## src/rtl/cdb_arbiter_if.sv

```systemverilog
// cdb_arbiter_if: FU completion requests toward the arbiter and the registered CDB broadcast back.
interface cdb_arbiter_if #(
  parameter int NUM_REQ = 8,
  parameter int ORDER_W = 64,
  parameter int FU_ID_W = $clog2(NUM_REQ)
);
  logic                       flush;
  logic [NUM_REQ-1:0]         req_valid;
  logic [NUM_REQ*5-1:0]       req_rd;
  logic [NUM_REQ*32-1:0]      req_data;
  logic [NUM_REQ*ORDER_W-1:0] req_order;
  logic [NUM_REQ-1:0]         req_ready;
  logic                       cdb_valid;
  logic [FU_ID_W-1:0]         cdb_fu_id;
  logic [4:0]                 cdb_rd;
  logic [31:0]                cdb_data;
  logic                       starve_pulse;
  modport master (
    output flush, req_valid, req_rd, req_data, req_order,
    input  req_ready, cdb_valid, cdb_fu_id, cdb_rd, cdb_data, starve_pulse
  );
  modport slave (
    input  flush, req_valid, req_rd, req_data, req_order,
    output req_ready, cdb_valid, cdb_fu_id, cdb_rd, cdb_data, starve_pulse
  );
endinterface

```

## src/rtl/cdb_arbiter.sv

```systemverilog
// cdb_arbiter: oldest-first CDB arbiter with an aging override that bounds how long any FU can lose.
module cdb_arbiter #(
  parameter int NUM_REQ  = 8,
  parameter int ORDER_W  = 64,
  parameter int MAX_WAIT = 4
) (
  input logic         clk,
  input logic         rst,
  cdb_arbiter_if.slave bus
);
  localparam int FU_ID_W = $clog2(NUM_REQ);
  localparam int CNT_W   = $clog2(MAX_WAIT + 1);
  logic [NUM_REQ-1:0][CNT_W-1:0] r_wait_cnt;
  logic                          r_cdb_valid;
  logic                          r_starve;
  logic [FU_ID_W-1:0]            r_fu_id;
  logic [4:0]                    r_rd;
  logic [31:0]                   r_data;
  logic                          w_age_hit;
  logic [FU_ID_W-1:0]            w_age_idx;
  logic                          w_old_hit;
  logic [FU_ID_W-1:0]            w_old_idx;
  logic [ORDER_W-1:0]            w_old_tag;
  logic                          w_gnt;
  logic [FU_ID_W-1:0]            w_gnt_idx;
  logic [NUM_REQ-1:0]            w_ready;
  // Descending scan leaves the lowest aged index; strict < keeps the lowest index on equal tags.
  always_comb begin
    w_age_hit = 1'b0;
    w_age_idx = '0;
    w_old_hit = 1'b0;
    w_old_idx = '0;
    w_old_tag = '0;
    for (int i = NUM_REQ - 1; i >= 0; i--) begin
      if (bus.req_valid[i] && r_wait_cnt[i] == CNT_W'(MAX_WAIT)) begin
        w_age_hit = 1'b1;
        w_age_idx = FU_ID_W'(i);
      end
    end
    for (int i = 0; i < NUM_REQ; i++) begin
      if (bus.req_valid[i] && (!w_old_hit || bus.req_order[i*ORDER_W +: ORDER_W] < w_old_tag)) begin
        w_old_hit = 1'b1;
        w_old_idx = FU_ID_W'(i);
        w_old_tag = bus.req_order[i*ORDER_W +: ORDER_W];
      end
    end
  end
  assign w_gnt     = !rst && !bus.flush && (w_age_hit || w_old_hit);
  assign w_gnt_idx = w_age_hit ? w_age_idx : w_old_idx;
  always_comb begin
    w_ready = '0;
    if (w_gnt) w_ready[w_gnt_idx] = 1'b1;
  end
  always_ff @(posedge clk) begin
    if (rst) begin
      r_cdb_valid <= 1'b0;
      r_starve    <= 1'b0;
      r_fu_id     <= '0;
      r_rd        <= '0;
      r_data      <= '0;
    end else begin
      r_cdb_valid <= w_gnt;
      r_starve    <= w_gnt && w_age_hit;
      if (w_gnt) begin
        r_fu_id <= w_gnt_idx;
        r_rd    <= bus.req_rd[w_gnt_idx*5 +: 5];
        r_data  <= bus.req_data[w_gnt_idx*32 +: 32];
      end
    end
  end
  always_ff @(posedge clk) begin
    for (int i = 0; i < NUM_REQ; i++) begin
      if (rst || bus.flush || !bus.req_valid[i] || w_ready[i])
        r_wait_cnt[i] <= '0;
      else if (r_wait_cnt[i] != CNT_W'(MAX_WAIT))
        r_wait_cnt[i] <= r_wait_cnt[i] + CNT_W'(1);
    end
  end
  assign bus.req_ready    = w_ready;
  assign bus.cdb_valid    = r_cdb_valid;
  assign bus.cdb_fu_id    = r_fu_id;
  assign bus.cdb_rd       = r_rd;
  assign bus.cdb_data     = r_data;
  assign bus.starve_pulse = r_starve;
endmodule

```

## src/flat_wrapper.sv

```systemverilog
// flat-port wrapper written by rule: the top's interface ports become plain ports
module cdb_arbiter_flat 
#(
  parameter int NUM_REQ  = 8,
  parameter int ORDER_W  = 64,
  parameter int MAX_WAIT = 4
)
  (clk, rst, bus_flush, bus_req_valid, bus_req_rd, bus_req_data, bus_req_order, bus_req_ready, bus_cdb_valid, bus_cdb_fu_id, bus_cdb_rd, bus_cdb_data, bus_starve_pulse);
  cdb_arbiter_if #(.NUM_REQ(NUM_REQ), .ORDER_W(ORDER_W)) bus_i ();
  input logic clk;
  input logic rst;
  input wire logic [$bits(bus_i.flush)-1:0] bus_flush;
  input wire logic [$bits(bus_i.req_valid)-1:0] bus_req_valid;
  input wire logic [$bits(bus_i.req_rd)-1:0] bus_req_rd;
  input wire logic [$bits(bus_i.req_data)-1:0] bus_req_data;
  input wire logic [$bits(bus_i.req_order)-1:0] bus_req_order;
  output wire logic [$bits(bus_i.req_ready)-1:0] bus_req_ready;
  output wire logic [$bits(bus_i.cdb_valid)-1:0] bus_cdb_valid;
  output wire logic [$bits(bus_i.cdb_fu_id)-1:0] bus_cdb_fu_id;
  output wire logic [$bits(bus_i.cdb_rd)-1:0] bus_cdb_rd;
  output wire logic [$bits(bus_i.cdb_data)-1:0] bus_cdb_data;
  output wire logic [$bits(bus_i.starve_pulse)-1:0] bus_starve_pulse;
  assign bus_i.flush = bus_flush;
  assign bus_i.req_valid = bus_req_valid;
  assign bus_i.req_rd = bus_req_rd;
  assign bus_i.req_data = bus_req_data;
  assign bus_i.req_order = bus_req_order;
  assign bus_req_ready = bus_i.req_ready;
  assign bus_cdb_valid = bus_i.cdb_valid;
  assign bus_cdb_fu_id = bus_i.cdb_fu_id;
  assign bus_cdb_rd = bus_i.cdb_rd;
  assign bus_cdb_data = bus_i.cdb_data;
  assign bus_starve_pulse = bus_i.starve_pulse;
  cdb_arbiter #(.NUM_REQ(NUM_REQ), .ORDER_W(ORDER_W), .MAX_WAIT(MAX_WAIT)) u_core (.clk(clk), .rst(rst), .bus(bus_i));
endmodule
```

## config.mk

```make
export PLATFORM = sky130hd
export DESIGN_NAME = cdb_arbiter_flat
export DESIGN_NICKNAME = d
export VERILOG_FILES = /design/src/rtl/cdb_arbiter_if.sv /design/src/rtl/cdb_arbiter.sv /design/src/flat_wrapper.sv
export SDC_FILE = /design/constraint.sdc
export NUM_CORES = 1
export LEC_CHECK = 0
export BUFFER_PORTS_ARGS = -buffer_cell sky130_fd_sc_hd__buf_2
export CAP_MARGIN = 15
export CORE_AREA = 4 4 333 335
export DETAILED_ROUTE_END_ITERATION = 6
export DIE_AREA = 0 0 337 339
export MAX_ROUTING_LAYER = met4
export PLACE_DENSITY = 0.45
export SLEW_MARGIN = 20
export SYNTH_ARGS = -nofsm -noshare
export SYNTH_HDL_FRONTEND = slang
export SYNTH_SLANG_ARGS = --single-unit
```

## constraint.sdc

```tcl
create_clock -name clk -period 33.7 [get_ports clk]
set_clock_uncertainty 0.05 [all_clocks]
set_input_delay 3.37 -clock clk [delete_from_list [all_inputs] [get_ports clk]]
set_output_delay 3.37 -clock clk [all_outputs]
set_load 0.05 [all_outputs]
```

== Yosys cells after proc, flatten, opt, wreduce, memory -nomap -nowiden ==
Cells that the tools add are included.

* Muxes and demuxes: 42
* Shift-type cells: 2
* Magnitude comparators: 9
* Multiply operators: 1
* Eq/ne operators: 16
* Bitwise operators: 0
* Reduce and logical (&&, ||, !) cells: 61
* Add/sub/neg operators: 8
* Div/mod/pow operators: 0

{| class="wikitable"
|+ Operators with widths
! cell !! number
|-
| $lt A64 B64 Y1 || 7
|-
| $mux W64 || 7
|-
| $shiftx A256 B9 Y32 || 1
|-
| $shiftx A40 B7 Y5 || 1
|-
| $mux W3 || 13
|-
| $logic_or A1 B1 Y1 || 25
|-
| $add A3 B1 Y3 const B || 8
|-
| $eq A3 B3 Y1 const B || 8
|-
| $ne A3 B3 Y1 const B || 8
|-
| $logic_and A1 B1 Y1 || 19
|-
| $mux W1 || 18
|-
| $logic_not A1 Y1 || 17
|-
| $mux W8 || 1
|-
| $mul A3 B3 Y6 const B || 1
|-
| $lt A3 B4 Y1 const B || 1
|-
| $mux W2 || 2
|-
| $demux W1 S3 || 1
|-
| $ge A3 B1 Y1 const B || 1
|}

* Input port bits: 819
* Logic and storage cells: 152
* Bits in read-only memories: 0
* Memories: 0
* Bits in registers: 66
* Bits in writable memories: 0
* Latch bits: 0

== Longest topological paths before layout ==
Gate-level depths: netlist of run 1.

* Word-level depth: 36
* Gate-level depth with buffers: 106

== Worst setup path after synthesis of run 1 ==
OpenSTA, ideal clock, no wires.

* Path type: input to output
* Start point: in bus_req_valid[0]
* End point: out bus_req_ready[6]
* Data required time: 30280 ps
* Arrival: 24123 ps
* Stages: 99
* Path slack: 6157 ps
* Cells stage by stage: clkbuf_1 > clkbuf_1 > nand2_1 > ha_1 > a21oi_1 > nand2_1 > a221oi_1 > a31oi_1 > a211oi_4 > a22o_1 > clkbuf_1 > clkbuf_1 > clkbuf_1 > nand2_1 > o21ai_0 > inv_1 > ha_1 > a211oi_1 > [63 not listed] > o21ai_0 > ha_1 > a21o_1 > a21o_1 > a21o_1 > a21o_1 > a21o_1 > a21o_1 > a221o_1 > nor4_1 > o2111ai_1 > a31oi_1 > o2111ai_2 > a31oi_2 > buf_2 > nand2_2 > buf_2 > nor2_1

* Longest elaborated chain between the ends: 35
* Elaborated cells on any way between the ends: 62
* Classes of those cells: order compare: 9; mux: 28; reduce/logical: 25

{| class="wikitable"
|+ RTL lines
! what !! RTL line !! RTL
|-
| start, declared || flat_wrapper.sv:13 || <nowiki>input wire logic [$bits(bus_i.req_valid)-1:0] bus_req_valid;</nowiki>
|-
| $mux W64 or $mux W1 (tied branches) || cdb_arbiter.sv:41 || <nowiki>if (bus.req_valid[i] && (!w_old_hit || bus.req_order[i*ORDER_W +: ORDER_W] < w_old_tag)) begin</nowiki>
|-
| $lt A64 B64 Y1 or $logic_not A1 Y1 (tied branches) || cdb_arbiter.sv:41 ||
|-
| $logic_or A1 B1 Y1 || cdb_arbiter.sv:41 ||
|-
| $logic_and A1 B1 Y1 || cdb_arbiter.sv:41 ||
|-
| $mux W64 or $mux W1 (tied branches) || cdb_arbiter.sv:41 ||
|-
| $lt A64 B64 Y1 or $logic_not A1 Y1 (tied branches) || cdb_arbiter.sv:41 ||
|-
| $logic_or A1 B1 Y1 || cdb_arbiter.sv:41 ||
|-
| $logic_and A1 B1 Y1 || cdb_arbiter.sv:41 ||
|-
| [19 not listed] || n/a ||
|-
| $logic_and A1 B1 Y1 || cdb_arbiter.sv:41 ||
|-
| $mux W3 || cdb_arbiter.sv:41 ||
|-
| $mux W3 || cdb_arbiter.sv:49 || <nowiki>assign w_gnt_idx = w_age_hit ? w_age_idx : w_old_idx;</nowiki>
|-
| $lt A3 B4 Y1 (implied by the code) or $ge A3 B1 Y1 (tied branches) || cdb_arbiter.sv:52 || <nowiki>if (w_gnt) w_ready[w_gnt_idx] = 1'b1;</nowiki>
|-
| $logic_and A1 B1 Y1 (implied by the code) || cdb_arbiter.sv:52 ||
|-
| $mux W1 (implied by the code) || cdb_arbiter.sv:52 ||
|-
| $demux W1 S3 || n/a ||
|-
| $mux W8 * || cdb_arbiter.sv:52 ||
|-
| end, declared || flat_wrapper.sv:17 || <nowiki>output wire logic [$bits(bus_i.req_ready)-1:0] bus_req_ready;</nowiki>
|}

Mark *: on every way between the ends. The rest lies on a longest branch, timed or not.

== Worst setup path in the final report of run 1 ==
* Start point: in bus_req_valid[0]
* End point: out bus_req_ready[2]

The elaborated chain is that of the path after synthesis.

==> results of run 1 <==
[cells in the final DEF (no fill, tap or decap), types with 66 or more instances in the layout]
| master | n |
|---|---|
| o21ai_0 | 209 |
| nand2_1 | 305 |
| mux2_2 | 253 |
| nand4_1 | 87 |
| dfxtp_1 | 66 |
| diode_2 | 87 |
| a21oi_1 | 121 |
| mux2i_1 | 110 |
| ha_1 | 457 |
| nor2_1 | 87 |
| inv_1 | 284 |
| buf_2 | 868 |
| a21o_1 | 107 |
[stage by stage]
step | cells | instance area [um^2] | hold WS (ps) | setup WS [ps] | util (%)
CTS | 4947 | 27300 | 393 | 1010 | 25.2
finish | 5038 | 27600 | 393 | 2310 | 25.5
global route | 5019 | 27500 | 425 | 175 | 25.5
global placement | 4931 | 27000 | 381 | 1370 | 25.0
floorplan | 2735 | 21100 | 409 | 6160 | -
detailed placement | 4931 | 27000 | 383 | 1060 | 25.0
[kinds of logic (layout without fill, tap and decap cells)]
kind of cell | after synthesis | in the layout | share of synthesized area [%]
adder cells (fa/ha/maj) | 457 | 457 | 27.1
AND/OR/NAND/NOR | 701 | 701 | 16.0
flip-flops | 66 | 66 | 6.26
AO/OA/AOI/OAI | 737 | 739 | 23.8
other | 0 | 87 | 0
XOR/XNOR | 8 | 8 | 0.332
multiplexers | 366 | 366 | 18.9
buffers and inverters | 400 | 1200 | 7.54
[critical path: cells and delay by family]
| family | cells | cell delay (ps) |
|---|---|---|
| compound gates | 45 | 11170 |
| fa+ha+maj | 7 | 1880 |
| buf+inv | 13 | 3870 |
| mux | 4 | 1690 |
| simple gates | 25 | 5670 |
[state kept, by name, summed over array words and instances, names as in the netlist]
name,flops
u_core.bus.cdb_data,32
u_core.bus.cdb_rd,5
u_core.bus.cdb_valid,1
u_core.r_wait_cnt,24
u_core.bus.cdb_fu_id,3
u_core.bus.starve_pulse,1
[cell type report]
cell class	count	area, um^2	area share [%]
antenna	87	218	0.790
clock buffer	9	225	0.817
clock inverter	7	53.8	0.195
inverter	285	1070	3.88
multi-input combinational	2271	18300	66.4
sequential	66	1320	4.79
tap	1414	1770	6.42
timing repair buffer	899	4610	16.7
[final timing paths]
path,endpoint,slack [ps],depth (start not counted)
setup reg to reg,u_core.bus.cdb_rd[1],28400,14
hold reg to reg,u_core.bus.cdb_fu_id[2],390,2
hold / removal,u_core.bus.cdb_fu_id[2],390,2
setup / recovery,bus_req_ready[2],2310,94
[layer usage]
layer / GRT usage, % / vias up / part of all wire [%]
met5: - / - / 0
met4: 3.94 / 0 / 2.1
met3: 5.55 / 148 / 7.6
met2: 32.4 / 821 / 44
met1: 28.3 / 11000 / 47
li1: - / 11900 / -
[power by group through the flow]
stage / registers (uW) / clock network [uW] / logic [uW]
after floorplan: 173 / 0 / 649
after global placement: 110 / 0 / 1030
after detailed placement: 110 / 0 / 1030
after CTS: 108 / 96.3 / 1030
after global routing: 111 / 99.5 / 1150
final: 109 / 93.2 / 1040
[timing repair]
action | 4_1_cts | 5_1_grt
resized for setup | 0 | 4
buffers inserted | 0 | 2
endpoints found under the setup margin | 0 | 8
==> impl_metrics.tcl, run 1 <==
set metrics [dict create \
    status "finished, final reports clean" \
    maxSlewViolCount 0 \
    grt_pass1_vias 23200 \
    routed_via_density 4.73 \
    p_clk_share_pct 7.5 \
    maxSlewHeadroom_pct 19.4 \
    required_ps 30280 \
    critical_path_class "input port to primary output" \
    cp-startpoint "bus_req_valid[0]" \
    die_width_um 337 \
    ys.flop_type "dfxtp_1" \
    finalCritPeriodShare_pct 93.1 \
    cts_tree "built" \
    drc 0 \
    dieArea_mm2 0.114 \
    seqPwrFrac_pct 8.8 \
    yosysTopAreaCell "ha_1" \
    numPortBuffers 868 \
    ys_warn_count 0 \
    netSwitchingFraction_pct 55.0 \
    p_leak_uw 0.0139 \
    grt.total_usage_pct 21.2 \
    pwr-share-comb_pct 83.7 \
    ys_ff_latch 66 \
    synthesis.area_mm2 0.0211 \
    drv_cap 0 \
    p_switching_uw 683 \
    h-tree-depth 3 \
    ys_top_cells_by_count "457 x ha_1, 307 x nand2_1, 284 x inv_1" \
    cts.hold.buffers_added 0 \
    slowest_stage "a41oi_4" \
    core_mm2 0.108 \
    reg2reg_from "u_core.r_wait_cnt[3]" \
    cts-root-buf "clkbuf_16" \
    grt_pass1_wl_um 170000 \
    totalPowerFinal_uw 1240 \
    routabilityCongestion 1.02 \
    ys_seq_area_share_pct 6.26 \
    area_growth_pct 30.7 \
    grt_max_degree 99 \
    ir_worst_vdd_mv 0.0356 \
    synth.area.top_cells "ha_1 27%, mux2_2 14%, dfxtp_1 6.3%, nand2_1 5.5%, mux2i_1 5.2%" \
    num_rows 121 \
    critical_path.endpoint_type "primary output" \
    syn_nets 4011 \
    vias 23800 \
    wl_um 124000 \
    drive_above_1_share_pct 34.5 \
    max_stage_delay_ps 610 \
    grt_setup_unrepaired "false" \
    tns_ps 0 \
    period_needed_ps 31390 \
    clk_pin_slew_ps 60 \
    synth_edf_count 0 \
    fillers 12200 \
    cts-buffers-inserted 9 \
    min_from "u_core.bus.cdb_fu_id[2]" \
    tightest_slew_ps 1200 \
    final-setup-viol-count 0 \
    cp_common_cell "a21o_1" \
    p_per_area_mw_per_mm2 45.0 \
    clock_path_buffers 2 \
    async_reset_ff_share_pct 0 \
    clock.fmax_mhz 31.9 \
    die_h_um 339 \
    ys_types 80 \
    syn_inst 2735 \
    start_util_pct 19.5 \
    yosysMostFrequentCell "ha_1" \
    overflow 0 \
    ios 869 \
    nNetsFinal 4808 \
    dr.first_iter.drc_count 1683 \
    startpoint_type "input port" \
    avgSynthCellArea_um2 7.71 \
    cts.sink_count 66 \
    hpwlAfterDp_um 112000 \
    min_path_type "register to register" \
    postRouteAntennaNets 0 \
    antenna_found_initial 140 \
    netlist.area_leader.share_pct 27.1 \
    crit_fanout 98 \
    cellInternalPower_uw 558 \
    cp.arrival_ps 27970 \
    clkLatencyLatePin_ps 360 \
    hold_viol 0 \
    drt_first_pass_iters 5 \
    post_drt_wl_per_cell_um 24.7 \
]
(Power assumes the default switching activity.)
==> run 2, diff against run 1 <==
Settings changed: PLACE_DENSITY 0.45 to 0.38.
==> impl_metrics.tcl, run 2 (synthesized netlist as in run 1, its figures left out) <==
set metrics [dict create \
    num_rows 121 \
    reg2reg_from "u_core.r_wait_cnt[3]" \
    required_ps 30280 \
    startpoint_type "input port" \
    clk_pin_slew_ps 60 \
    largest_register_ffs 32 \
    wl_um 122000 \
    grt_pass1_wl_um 169000 \
    routabilityCongestion 0.920 \
    min_path_type "register to register" \
    antenna_found_initial 113 \
    crit_fanout 70 \
    p_leak_uw 0.0139 \
    grt_pass1_vias 23200 \
    final-setup-viol-count 0 \
    grt_max_degree 76 \
    grt_setup_unrepaired "false" \
    dr.first_iter.drc_count 1467 \
    numPortBuffers 868 \
    ios 869 \
    vias 23600 \
    routed_via_density 4.70 \
    finalCoreUtilization_pct 25.4 \
    cts-buffers-inserted 9 \
    clkLatencyLatePin_ps 340 \
    hpwlAfterDp_um 111000 \
    tightest_slew_ps 1090 \
    die_h_um 339 \
    final_common_cell "buf_2" \
    drt_first_pass_iters 5 \
    postRouteAntennaNets 0 \
    clock_path_buffers 2 \
    r2r_end "u_core.bus.cdb_rd[1]" \
    cp-startpoint "bus_req_valid[0]" \
    cp.arrival_ps 28290 \
    r2r.worst_path.cells 15 \
    maxSlewHeadroom_pct 27.4 \
    overflow 0 \
    critical_path_class "input port to primary output" \
    grt.total_usage_pct 20.9 \
    dieArea_mm2 0.114 \
    h-tree-depth 3 \
    die_width_um 337 \
    cts.sink_count 66 \
    drc 0 \
    area_growth_pct 30.1 \
    period_needed_ps 31710 \
    hold_viol 0 \
    critical_path.endpoint_type "primary output" \
    post_drt_wl_per_cell_um 24.4 \
    start_util_pct 19.5 \
    drive_above_1_share_pct 34.4 \
    ir_worst_vdd_mv 0.0314 \
    drv_cap 0 \
    tns_ps 0 \
    layout.cells.most_common_list "868 x buf_2, 457 x ha_1, 305 x nand2_1" \
    cts_tree "built" \
    totalPowerFinal_uw 1240 \
    cts_setup_buffers 0 \
    p_per_area_mw_per_mm2 45.0 \
    cts-root-buf "clkbuf_16" \
    finalCritPeriodShare_pct 94.1 \
    status "finished, final reports clean" \
    cp_common_cell "a21o_1" \
    crit_end "bus_req_ready[2]" \
    maxSlewViolCount 0 \
    max_stage_delay_ps 640 \
    nNetsFinal 4807 \
    slowest_stage "buf_4" \
    clock.fmax_mhz 31.5 \
    fillers 12200 \
    r2r_setup_slack_ps 27970 \
    core_mm2 0.108 \
]
-- run 2: final cells by class --
| class | count | area [um^2] | share of cell area [%] |
|---|---|---|---|
| Sequential cell | 66 | 1320 | 4.81 |
| Multi-Input combinational cell | 2270 | 18300 | 66.6 |
| Antenna cell | 64 | 160 | 0.584 |
| Clock buffer | 12 | 236 | 0.862 |
| Clock inverter | 3 | 17.5 | 0.0638 |
| Tap cell | 1414 | 1770 | 6.45 |
| Timing Repair Buffer | 899 | 4590 | 16.7 |
| Inverter | 285 | 1070 | 3.90 |
-- run 2: how the worst min path moves through the flow --
stage,start,end,slack [ps],cells after the start
detailed placement,u_core.bus.cdb_fu_id[2],u_core.bus.cdb_fu_id[2],390,2
CTS,u_core.bus.cdb_fu_id[2],u_core.bus.cdb_fu_id[2],400,2
floorplan,u_core.r_wait_cnt[16],u_core.r_wait_cnt[16],410,2
finish,u_core.bus.cdb_fu_id[2],u_core.bus.cdb_fu_id[2],400,2
global route,u_core.bus.cdb_fu_id[1],u_core.bus.cdb_fu_id[1],420,2
global placement,u_core.bus.cdb_fu_id[2],u_core.bus.cdb_fu_id[2],390,2
-- run 2: what timing repair did --
action / 4_1_cts / 5_1_grt
hold buffers: 0 / 0
endpoints found under the setup margin: 0 / 8
resized for setup: 0 / 1
-- run 2: per-layer routing --
metal,routed length [um],vias to the layer above,GRT usage [%]
li1,-,11800,-
met4,1990,0,3.13
met5,0,-,-
met1,58100,10900,28.6
met3,7380,132,3.45
met2,54900,726,33.0
-- run 2: critical path: cells and delay by family --
kind | cells | cell delay [ps]
multiplexers | 4 | 1410
buffers and inverters | 14 | 4190
adder cells (fa/ha/maj) | 7 | 1960
AO/OA/AOI/OAI | 45 | 12690
AND/OR/NAND/NOR | 20 | 4420
-- run 2: power breakdown --
part	switching (uW)	internal, uW	leakage [uW]
logic	631	409	0.0133
clock network	38.4	49.3	0.000123
registers	10.8	97.7	0.000543
-- run 2: per-stage QoR --
| step | cells | setup WS, ps | hold slack [ps] | cell area (um^2) |
|---|---|---|---|---|
| CTS | 4948 | 1220 | 397 | 27300 |
| global placement | 4933 | 1450 | 386 | 27000 |
| detailed placement | 4933 | 1300 | 387 | 27000 |
| global route | 4995 | 51.6 | 421 | 27400 |
| floorplan | 2735 | 6160 | 409 | 21100 |
| finish | 5013 | 1990 | 396 | 27400 |
==> run 3, diff against run 2 <==
Clock period 33.7 ns to 40.9 ns, I/O delays scaled along.
==> impl_metrics.tcl, run 3 (synthesized netlist as in run 1, its figures left out) <==
set metrics [dict create \
    final-setup-viol-count 0 \
    grt_setup_unrepaired "false" \
    die_width_um 337 \
    cts-buffers-inserted 9 \
    max_stage_delay_ps 740 \
    drt_first_pass_iters 5 \
    tns_ps 0 \
    p_per_area_mw_per_mm2 37.2 \
    hpwlAfterDp_um 110000 \
    critical_path_class "input port to primary output" \
    cts_tree "built" \
    core_mm2 0.108 \
    required_ps 36760 \
    numPortBuffers 868 \
    seqPwrFrac_pct 8.7 \
    status "finished, final reports clean" \
    critical_path.endpoint_type "primary output" \
    grt_pass1_wl_um 169000 \
    place_inst 4921 \
    h-tree-depth 3 \
    crit_fanout 79 \
    post_drt_wl_per_cell_um 24.3 \
    hold_viol 0 \
    nNetsFinal 4794 \
    clock.fmax_mhz 27.9 \
    ios 869 \
    cellInternalPower_uw 467 \
    maxSlewHeadroom_pct 34.2 \
    maxSlewViolCount 0 \
    final_common_cell "buf_2" \
    routabilityCongestion 0.913 \
    cts.hold.buffers_added 0 \
    drive_above_1_share_pct 34.3 \
    routed_via_density 4.69 \
    drc 0 \
    p_clk_share_pct 8.7 \
    min_path_type "register to register" \
    largest_register_ffs 32 \
    p_leak_uw 0.0139 \
    finalCritPeriodShare_pct 87.6 \
    pre_cts_ws_ps 4980 \
    die_h_um 339 \
    overflow 0 \
    totalPowerFinal_uw 1020 \
    cts.sink_count 66 \
    clock_path_buffers 2 \
    grt_pass1_vias 23100 \
    slowest_stage "o21a_2" \
    dr.first_iter.drc_count 1464 \
    postCtsResizedCells 0 \
    grt_max_degree 80 \
    antenna_found_initial 127 \
    start_util_pct 19.5 \
    pwr-share-comb_pct 82.6 \
    wl_um 122000 \
    num_rows 121 \
    area_growth_pct 29.9 \
    cp.arrival_ps 31710 \
    timing.final.ws_setup_ps 5050 \
    grt.total_usage_pct 20.9 \
    cts-root-buf "clkbuf_16" \
    cts_setup_buffers 0 \
    drv_cap 0 \
    period_needed_ps 35850 \
    postRouteAntennaNets 0 \
    stdcell_count 5007 \
    finalCoreUtilization_pct 25.4 \
    tightest_slew_ps 987 \
    netSwitchingFraction_pct 54.3 \
    fillers 12200 \
    clkLatencyLatePin_ps 350 \
    p_switching_uw 554 \
    clk_pin_slew_ps 60 \
    dieArea_mm2 0.114 \
    multiInputGateArea_mm2 0.0183 \
    vias 23500 \
    ff_latch_area_mm2 0.00132 \
    ir_worst_vdd_mv 0.0325 \
    cp_common_cell "a21o_1" \
    startpoint_type "input port" \
    layout.cells.most_common_list "868 x buf_2, 457 x ha_1, 305 x nand2_1" \
]
run 3: area by class of cell:
cell class              instances  share of cell area, %
multi-input cells            2269                   66.6
repair buffers                887                   16.4
well taps                    1414                   6.45
flip-flops and latches         66                   4.82
inverters                     285                   3.90
clock buffers                  10                  0.872
diodes                         70                  0.639
clock inverters                 6                  0.329
run 3: worst paths after layout:
| kind | startpoint | end | slack (ps) | cells after the start |
|---|---|---|---|---|
| worst min-delay path | u_core.bus.cdb_fu_id[2] | u_core.bus.cdb_fu_id[2] | 390 | 2 |
| worst min register to register | u_core.bus.cdb_fu_id[2] | u_core.bus.cdb_fu_id[2] | 390 | 2 |
| worst max-delay path | bus_req_valid[0] | bus_req_ready[7] | 5050 | 94 |
| worst max register to register | u_core.r_wait_cnt[3] | u_core.bus.cdb_data[30] | 35900 | 13 |
run 3: power by group through the flow:
stage	clock network [uW]	logic [uW]	registers (uW)
2_1_floorplan	0	535	142
3_3_place_gp	0	848	89.8
4_1_cts	92.0	847	88.6
5_1_grt	94.4	933	90.6
6_report	89.0	842	88.8
3_5_place_dp	0	842	89.8
run 3: routing by layer:
metal / vias to the layer above / track usage (%) / wire length [um]
met5: - / - / 0
met4: 0 / 3.44 / 2160
met3: 136 / 3.76 / 7630
met2: 717 / 32.2 / 53800
met1: 10800 / 28.8 / 58200
li1: 11800 / - / -
run 3: stage by stage:
stage,hold WS [ps],instance area [um^2]
6_report,392,27400
5_1_grt,416,27400
4_1_cts,394,27200
3_5_place_dp,385,26900
3_3_place_gp,383,26900
2_1_floorplan,409,21100
run 3: critical path, delay by kind of cell:
family	cells	cell delay [ps]
AO/OA/AOI/OAI	48	12490
AND/OR/NAND/NOR	21	5430
adder cells (fa/ha/maj)	7	2060
buffers and inverters	14	5350
multiplexers	4	1700
